### src/rtl/pc_halt_monitor_if.sv
// Bundle of core-side signals feeding the run-completion monitor and the status it returns.
// The core/bench drives through master; the monitor consumes through slave.
interface pc_halt_monitor_if #(
    parameter int PC_WIDTH  = 32,
    parameter int NUM_HALT  = 4,
    parameter int CNT_WIDTH = 32,
    parameter int ID_BITS   = (NUM_HALT > 1) ? $clog2(NUM_HALT) : 1
);
    logic                         start;
    logic [PC_WIDTH-1:0]          pc;
    logic                         pc_valid;
    logic [NUM_HALT*PC_WIDTH-1:0] halt_addr;
    logic [NUM_HALT-1:0]          halt_en;
    logic [CNT_WIDTH-1:0]         timeout_cycles;

    logic                         busy;
    logic                         done;
    logic                         timed_out;
    logic [ID_BITS-1:0]           halt_id;
    logic [PC_WIDTH-1:0]          final_pc;
    logic [CNT_WIDTH-1:0]         cycle_count;
    logic [CNT_WIDTH-1:0]         inst_count;
    logic                         report;

    modport master (
        output start, pc, pc_valid, halt_addr, halt_en, timeout_cycles,
        input  busy, done, timed_out, halt_id, final_pc, cycle_count, inst_count, report
    );

    modport slave (
        input  start, pc, pc_valid, halt_addr, halt_en, timeout_cycles,
        output busy, done, timed_out, halt_id, final_pc, cycle_count, inst_count, report
    );
endinterface

### src/rtl/pc_halt_monitor.sv
// Run-completion monitor: counts cycles and retired instructions, stops on a halt-address
// match (lowest channel wins) or on a cycle timeout, and pulses report once on completion.
module pc_halt_monitor #(
    parameter int PC_WIDTH  = 32,
    parameter int NUM_HALT  = 4,
    parameter int CNT_WIDTH = 32,
    parameter int ID_BITS   = (NUM_HALT > 1) ? $clog2(NUM_HALT) : 1
) (
    input  logic              clock,
    input  logic              reset,
    pc_halt_monitor_if.slave  bus
);
    typedef enum logic [1:0] {IDLE, RUN, DONE} state_t;

    state_t               state_reg;
    logic [CNT_WIDTH-1:0] cycle_reg;
    logic [CNT_WIDTH-1:0] inst_reg;
    logic [PC_WIDTH-1:0]  final_pc_reg;
    logic [ID_BITS-1:0]   halt_id_reg;
    logic                 timed_out_reg;
    logic                 report_reg;

    logic [NUM_HALT-1:0]  hit;
    logic                 match_any;
    logic [ID_BITS-1:0]   match_id;
    logic [CNT_WIDTH-1:0] cycle_plus;
    logic [CNT_WIDTH-1:0] cycle_next;
    logic [CNT_WIDTH-1:0] inst_next;
    logic                 timeout_hit;

    generate
        for (genvar gi = 0; gi < NUM_HALT; gi++) begin : g_hit
            assign hit[gi] = bus.pc_valid && bus.halt_en[gi] &&
                             (bus.pc == bus.halt_addr[gi*PC_WIDTH +: PC_WIDTH]);
        end
    endgenerate

    // Scan from the top so the lowest matching channel is the one left standing.
    always_comb begin
        match_any = 1'b0;
        match_id  = '0;
        for (int i = NUM_HALT - 1; i >= 0; i--) begin
            if (hit[i]) begin
                match_any = 1'b1;
                match_id  = ID_BITS'(i);
            end
        end
    end

    // cycle_plus is the unsaturated sum so a timeout lands on exactly timeout_cycles edges.
    assign cycle_plus  = cycle_reg + CNT_WIDTH'(1);
    assign cycle_next  = (&cycle_reg) ? cycle_reg : cycle_plus;
    assign inst_next   = (&inst_reg)  ? inst_reg  : inst_reg + CNT_WIDTH'(1);
    assign timeout_hit = (bus.timeout_cycles != '0) && (cycle_plus == bus.timeout_cycles);

    always_ff @(posedge clock or posedge reset) begin
        if (reset) begin
            state_reg     <= IDLE;
            cycle_reg     <= '0;
            inst_reg      <= '0;
            final_pc_reg  <= '0;
            halt_id_reg   <= '0;
            timed_out_reg <= 1'b0;
            report_reg    <= 1'b0;
        end else begin
            report_reg <= 1'b0;
            if (bus.start) begin
                state_reg     <= RUN;
                cycle_reg     <= '0;
                inst_reg      <= '0;
                final_pc_reg  <= '0;
                halt_id_reg   <= '0;
                timed_out_reg <= 1'b0;
            end else if (state_reg == RUN) begin
                cycle_reg <= cycle_next;
                if (bus.pc_valid) begin
                    inst_reg <= inst_next;
                end
                if (match_any) begin
                    state_reg     <= DONE;
                    halt_id_reg   <= match_id;
                    final_pc_reg  <= bus.pc;
                    timed_out_reg <= 1'b0;
                    report_reg    <= 1'b1;
                end else if (timeout_hit) begin
                    state_reg     <= DONE;
                    halt_id_reg   <= '0;
                    final_pc_reg  <= '0;
                    timed_out_reg <= 1'b1;
                    report_reg    <= 1'b1;
                end
            end
        end
    end

    assign bus.busy        = (state_reg == RUN);
    assign bus.done        = (state_reg == DONE);
    assign bus.timed_out   = timed_out_reg;
    assign bus.halt_id     = halt_id_reg;
    assign bus.final_pc    = final_pc_reg;
    assign bus.cycle_count = cycle_reg;
    assign bus.inst_count  = inst_reg;
    assign bus.report      = report_reg;
endmodule

### src/flat_wrapper.sv
// flat-port wrapper written by rule: the top's interface ports become plain ports
module pc_halt_monitor_flat 
#(
    parameter int PC_WIDTH  = 32,
    parameter int NUM_HALT  = 4,
    parameter int CNT_WIDTH = 32,
    parameter int ID_BITS   = (NUM_HALT > 1) ? $clog2(NUM_HALT) : 1
)
  (clock, reset, bus_start, bus_pc, bus_pc_valid, bus_halt_addr, bus_halt_en, bus_timeout_cycles, bus_busy, bus_done, bus_timed_out, bus_halt_id, bus_final_pc, bus_cycle_count, bus_inst_count, bus_report);
  pc_halt_monitor_if #(.PC_WIDTH(PC_WIDTH), .NUM_HALT(NUM_HALT), .CNT_WIDTH(CNT_WIDTH), .ID_BITS(ID_BITS)) bus_i ();
  input  logic clock;
  input  logic reset;
  input wire logic [$bits(bus_i.start)-1:0] bus_start;
  input wire logic [$bits(bus_i.pc)-1:0] bus_pc;
  input wire logic [$bits(bus_i.pc_valid)-1:0] bus_pc_valid;
  input wire logic [$bits(bus_i.halt_addr)-1:0] bus_halt_addr;
  input wire logic [$bits(bus_i.halt_en)-1:0] bus_halt_en;
  input wire logic [$bits(bus_i.timeout_cycles)-1:0] bus_timeout_cycles;
  output wire logic [$bits(bus_i.busy)-1:0] bus_busy;
  output wire logic [$bits(bus_i.done)-1:0] bus_done;
  output wire logic [$bits(bus_i.timed_out)-1:0] bus_timed_out;
  output wire logic [$bits(bus_i.halt_id)-1:0] bus_halt_id;
  output wire logic [$bits(bus_i.final_pc)-1:0] bus_final_pc;
  output wire logic [$bits(bus_i.cycle_count)-1:0] bus_cycle_count;
  output wire logic [$bits(bus_i.inst_count)-1:0] bus_inst_count;
  output wire logic [$bits(bus_i.report)-1:0] bus_report;
  assign bus_i.start = bus_start;
  assign bus_i.pc = bus_pc;
  assign bus_i.pc_valid = bus_pc_valid;
  assign bus_i.halt_addr = bus_halt_addr;
  assign bus_i.halt_en = bus_halt_en;
  assign bus_i.timeout_cycles = bus_timeout_cycles;
  assign bus_busy = bus_i.busy;
  assign bus_done = bus_i.done;
  assign bus_timed_out = bus_i.timed_out;
  assign bus_halt_id = bus_i.halt_id;
  assign bus_final_pc = bus_i.final_pc;
  assign bus_cycle_count = bus_i.cycle_count;
  assign bus_inst_count = bus_i.inst_count;
  assign bus_report = bus_i.report;
  pc_halt_monitor #(.PC_WIDTH(PC_WIDTH), .NUM_HALT(NUM_HALT), .CNT_WIDTH(CNT_WIDTH), .ID_BITS(ID_BITS)) u_core (.clock(clock), .reset(reset), .bus(bus_i));
endmodule
### config.mk
export PLATFORM = sky130hd
export DESIGN_NAME = pc_halt_monitor_flat
export DESIGN_NICKNAME = d
export VERILOG_FILES = /design/src/rtl/pc_halt_monitor_if.sv /design/src/rtl/pc_halt_monitor.sv /design/src/flat_wrapper.sv
export SDC_FILE = /design/constraint.sdc
export NUM_CORES = 1
export LEC_CHECK = 0
export ABC_CLOCK_PERIOD_IN_PS = 4300
export CORE_MARGIN = 10
export CORE_UTILIZATION = 43
export CTS_CLUSTER_DIAMETER = 100
export DETAILED_ROUTE_END_ITERATION = 10
export PLACE_DENSITY = 0.79
export SETUP_SLACK_MARGIN = 0.05
export SYNTH_ARGS = -nofsm -noshare
export SYNTH_HDL_FRONTEND = slang
export SYNTH_SLANG_ARGS = --single-unit
export TNS_END_PERCENT = 50
### constraint.sdc
create_clock -name clock -period 4.3 [get_ports clock]
set_clock_uncertainty 0.1 [all_clocks]
set_input_delay 0.43 -clock clock [delete_from_list [all_inputs] [get_ports clock]]
set_output_delay 0.43 -clock clock [all_outputs]
set_load 0.03 [all_outputs]
==> impl.org <==
** Critical path
- The signal on the critical path passes through ha_1 > nand3_2 > or4b_1 > xnor2_1 > o211ai_1 > a21oi_1 > nor4_1 > a41o_2 > buf_12 > mux2i_1.
- Setup slack on the worst reg-to-reg path comes out at 0.51 ns.
- Critical Setup Path Class :: reg2reg
- Critical path buffer and inverter count :: 1
- At the worst endpoint, the arrival time is 3.94 ns.
- Grouping stages by cell kind, the critical path spends the most delay in simple AND/OR/NAND/NOR gates.
- The most critical setup path has its startpoint at u_core.bus.cycle_count[0]$_DFFE_PP0P_.
- The slowest stage of the critical path belongs to the cell sky130_fd_sc_hd__or4b_1.
- In this run the critical register-to-register path is captured at u_core.bus.timed_out$_DFFE_PP0P_.
- The startpoint identified for the worst register-to-register timing path is u_core.bus.cycle_count[0]$_DFFE_PP0P_.
- Following the worst setup path forward leads to its endpoint at u_core.bus.timed_out$_DFFE_PP0P_.
- Critical-path maximum fanout :: 20
- In this run the number of cells on the critical path is 10.
- R2R cell count :: 10
- Sort of element at the end of the critical path :: flip-flop
- Required @ worst endpoint :: 4.46 ns
- The largest single stage delay on the critical path is 0.67 ns.
- The worst setup path is launched from a flip-flop.

** Final layout
- Total inserted antenna cells :: 0
- Share of layout cells above drive strength 1 :: 4.91%
- Count of filler cells inserted in the layout :: 1,578
- Design area :: 11,400 µm²
- Leaving out filler cells and counting taps, the final layout contains 1,452.
- From synthesis to final layout, the design area changed by 42.1%.
- At the end of the flow, the number of nets in the layout was 1,420.

** Placed design
- Dpl hpwl :: 27.6 mm
- Port buffering added 301 buffers.
- The placed instances occupy a cell area of 11,100 µm².
- Routability-driven placement congestion ratio :: 1.01
- The number of placed instances, taps included, is 1,436.

** Route
- Total via count after detailed routing :: 8,148
- Count of routing violations after the opening detailed-route iteration :: 642
- The routed design has 34.4 mm of wire.
- In this run the remaining antenna-violating nets after routing total 0.
- Avg WL per Cell :: 23.7 µm
- In the routed design, unresolved DRC markers number 0.
- Post-detailed-route via-to-cell ratio :: 5.61
- Detailed-routing iteration count for the pre-antenna-repair pass :: 7

** Synth
- For this run, the leading register cell type out of synthesis is sky130_fd_sc_hd__dfrtp_1.
- Post-synthesis net count :: 1,167
- Post-Synthesis Cell Area :: 8000 µm²
- In this run the mean area of a mapped cell was 8.29 µm².
- Of all flip-flops after synthesis, the portion carrying an async set or reset was 100%.
- Area contributors post-synth :: sky130_fd_sc_hd__dfrtp_1 (32%), sky130_fd_sc_hd__xor2_1 (17%), sky130_fd_sc_hd__xnor2_1 (6.2%)
- Most numerous cell in the Yosys netlist :: sky130_fd_sc_hd__xor2_1
- In this run, synthesis inferred 0 flip-flops with an integrated enable.
- Simple-gate area share of the yosys netlist :: 30.7%
- Of the total synthesized cell area, the portion taken by XOR and XNOR cells is 24.0%.
- Number of warnings reported in the yosys synthesis log :: 0
- Synthesized instance count :: 965
- Area fraction of the dominant cell type after synthesis :: 31.9%
- In the synthesized netlist, the cells that appear most often are sky130_fd_sc_hd__xor2_1 (159), sky130_fd_sc_hd__dfrtp_1 (102), sky130_fd_sc_hd__nor2_1 (96).
- Sequential area share after synthesis :: 31.9%
- Compound-Gate Fraction of Synth Area :: 7.51%
- After Yosys synthesis, full adders, half adders and majority gates account for 0.313% of the synthesized area.
- Yosys cell types :: 62
- By area, the combinational part of the netlist is dominated by simple AND/OR/NAND/NOR gates.
- The synthesized design spends more area on one cell type than any other, namely sky130_fd_sc_hd__dfrtp_1.
- The synthesized design contains 102 register bits.
- Multiplexer cells account for 1.02% of the synthesized area.

** Min path
- The min-delay analysis places its worst path in the category reg2reg.

** STA
- Setup violators final :: 0
- Final Max Tran Viols :: 0
- Post-route worst hold slack :: 0.443 ns
- Worst slew margin :: 34.9%
- Timing-limited maximum frequency :: 264 MHz
- Setup total negative slack :: 0 ns
- Count of endpoints failing hold in the final timing report :: 0
- Transition time at the pin with the least slew margin :: 0.977 ns
- Fin crit period :: 3.79 ns
- Setup repair after global routing left no endpoint under its margin.
- The worst path uses 88.1% of the clock period.

** Floorplan
- In this run the vertical extent of the chip is 156 µm.
- Area of the core :: 18,100 µm²
- Pin placement for this block handled 302 I/O pins.
- Number of placement rows :: 49
- The initial utilization of the core area, before any placement, comes to 44.1%.
- Area enclosed by the die boundary :: 24,500 µm²
- Chip Width :: 156 µm

** Power and ir drop
- Peak supply drop :: 188 µV
- Overall power consumption after layout is estimated at 2330 µW.
- For this design the ratio of total power to cell area is 205 nW/µm².
- For this design the static power due to leakage is 0.00434 µW.

** Clock tree
- Maximum buffer depth of the clock tree :: 2
- After clock tree synthesis, the clock-pin slew on the worst setup and hold paths is 0.07 ns.
- Buffer type at the clock tree root :: sky130_fd_sc_hd__clkbuf_16
- TritonCTS built the clock tree.
- TritonCTS created 9 clock buffers.
- Maximum level of the CTS H-tree :: 3
- Cts hold-fix bufs :: 0
- Post-CTS repair changed the size of 0 cells.
- Post CTS Setup Buffer Count :: 0
- Sink count of the clock tree :: 102
- Clock network latency to the later pin of the worst-skew pair :: 0.34 ns

** Run status
- Outcome :: finished clean

** Global route
- Grt ovf :: 0
- Maximum number of pins on one net before global-route repair :: 79
- Vias in the first global route :: 8,083
- Initial antenna violation count :: 0
- Wire length of the first global-routing pass :: 50.8 mm
- Tot GR Track Use :: 27.0%

** Flow run
- Number of maximum-capacitance violations :: 0
placed cells by master (no fill, tap or decap), drive strengths merged, types with 12 or more instances in the layout:
cell type      synthesis  final
a21oi                 21     21
clkdlybuf4s50          0    300
dfrtp                102    102
inv                   16     20
nand2                 87     87
nand2b                42     42
nand3                 40     40
nand4                 40     40
nor2                  96     96
nor2b                 12     12
nor3                  24     24
nor4                  67     67
o21ai                 47     47
or3                   15     15
xnor2                 57     57
xor2                 159    159
worst reg2reg max path: cells and delay by family, from the launching register on:
family | cells | cell delay (ns)
AOI/OAI and AO/OA | 3 | 0.82
muxes | 1 | 0.22
DFF | 1 | 0.47
and+or+nand+nor | 3 | 1.35
buffers and inverters | 1 | 0.25
adders and majority gates | 1 | 0.33
xor gates and xnor gates | 1 | 0.17
where the power goes:
| group | leakage, µW | internal (µW) | total [µW] | switching (µW) |
|---|---|---|---|---|
| combinational | 0.00278 | 268 | 560 | 292 |
| clock | 0.000142 | 419 | 801 | 382 |
| sequential | 0.00142 | 962 | 970 | 7.21 |
| total | 0.00434 | 1650 | 2330 | 682 |
metrics by stage:
stage,setup WS (ns),util (%)
floorplan,1.09,-
global placement,0.702,61.0
detailed placement,0.583,61.0
CTS,0.528,62.6
global route,0.270,62.6
finish,0.513,62.6
cell families (layout without fill, tap and decap cells):
| kind of cell | count (synthesis) | after routing |
|---|---|---|
| compound gates | 91 | 91 |
| xor+xnor | 217 | 217 |
| fa+ha+maj | 2 | 2 |
| buf+inv | 84 | 342 |
| flops | 102 | 102 |
| mux | 8 | 8 |
| simple gates | 461 | 461 |
how the worst min path moves through the flow:
stage	cells after the start	start	endpoint
final	2	u_core.bus.final_pc[29]$_DFFE_PP0P_	u_core.bus.final_pc[29]$_DFFE_PP0P_
after detailed placement	2	u_core.bus.final_pc[29]$_DFFE_PP0P_	u_core.bus.final_pc[29]$_DFFE_PP0P_
after global placement	2	u_core.bus.final_pc[21]$_DFFE_PP0P_	u_core.bus.final_pc[21]$_DFFE_PP0P_
after CTS	2	u_core.bus.final_pc[29]$_DFFE_PP0P_	u_core.bus.final_pc[29]$_DFFE_PP0P_
after global routing	2	u_core.bus.final_pc[29]$_DFFE_PP0P_	u_core.bus.final_pc[29]$_DFFE_PP0P_
after floorplan	1	u_core.state_reg[1]$_DFFE_PP0P_	u_core.state_reg[1]$_DFFE_PP0P_
layout make-up:
class	instances	area [µm²]	area share (%)
sequential	102	2550	22.5
tap	229	287	2.52
clock inverter	6	50.0	0.441
timing repair buffer	310	3090	27.2
multi-input combinational	779	5080	44.7
clock buffer	10	239	2.10
inverter	16	62.6	0.551
routing by layer:
layer | vias to the layer above | part of all wire [%] | track usage (%)
met3 | 70 | 9.8 | 8.47
li1 | 3821 | - | -
met2 | 413 | 46 | 43.4
met5 | - | 0 | 0
met4 | 0 | 4.3 | 11.6
met1 | 3844 | 40 | 32.6
(Power assumes the default switching activity.)
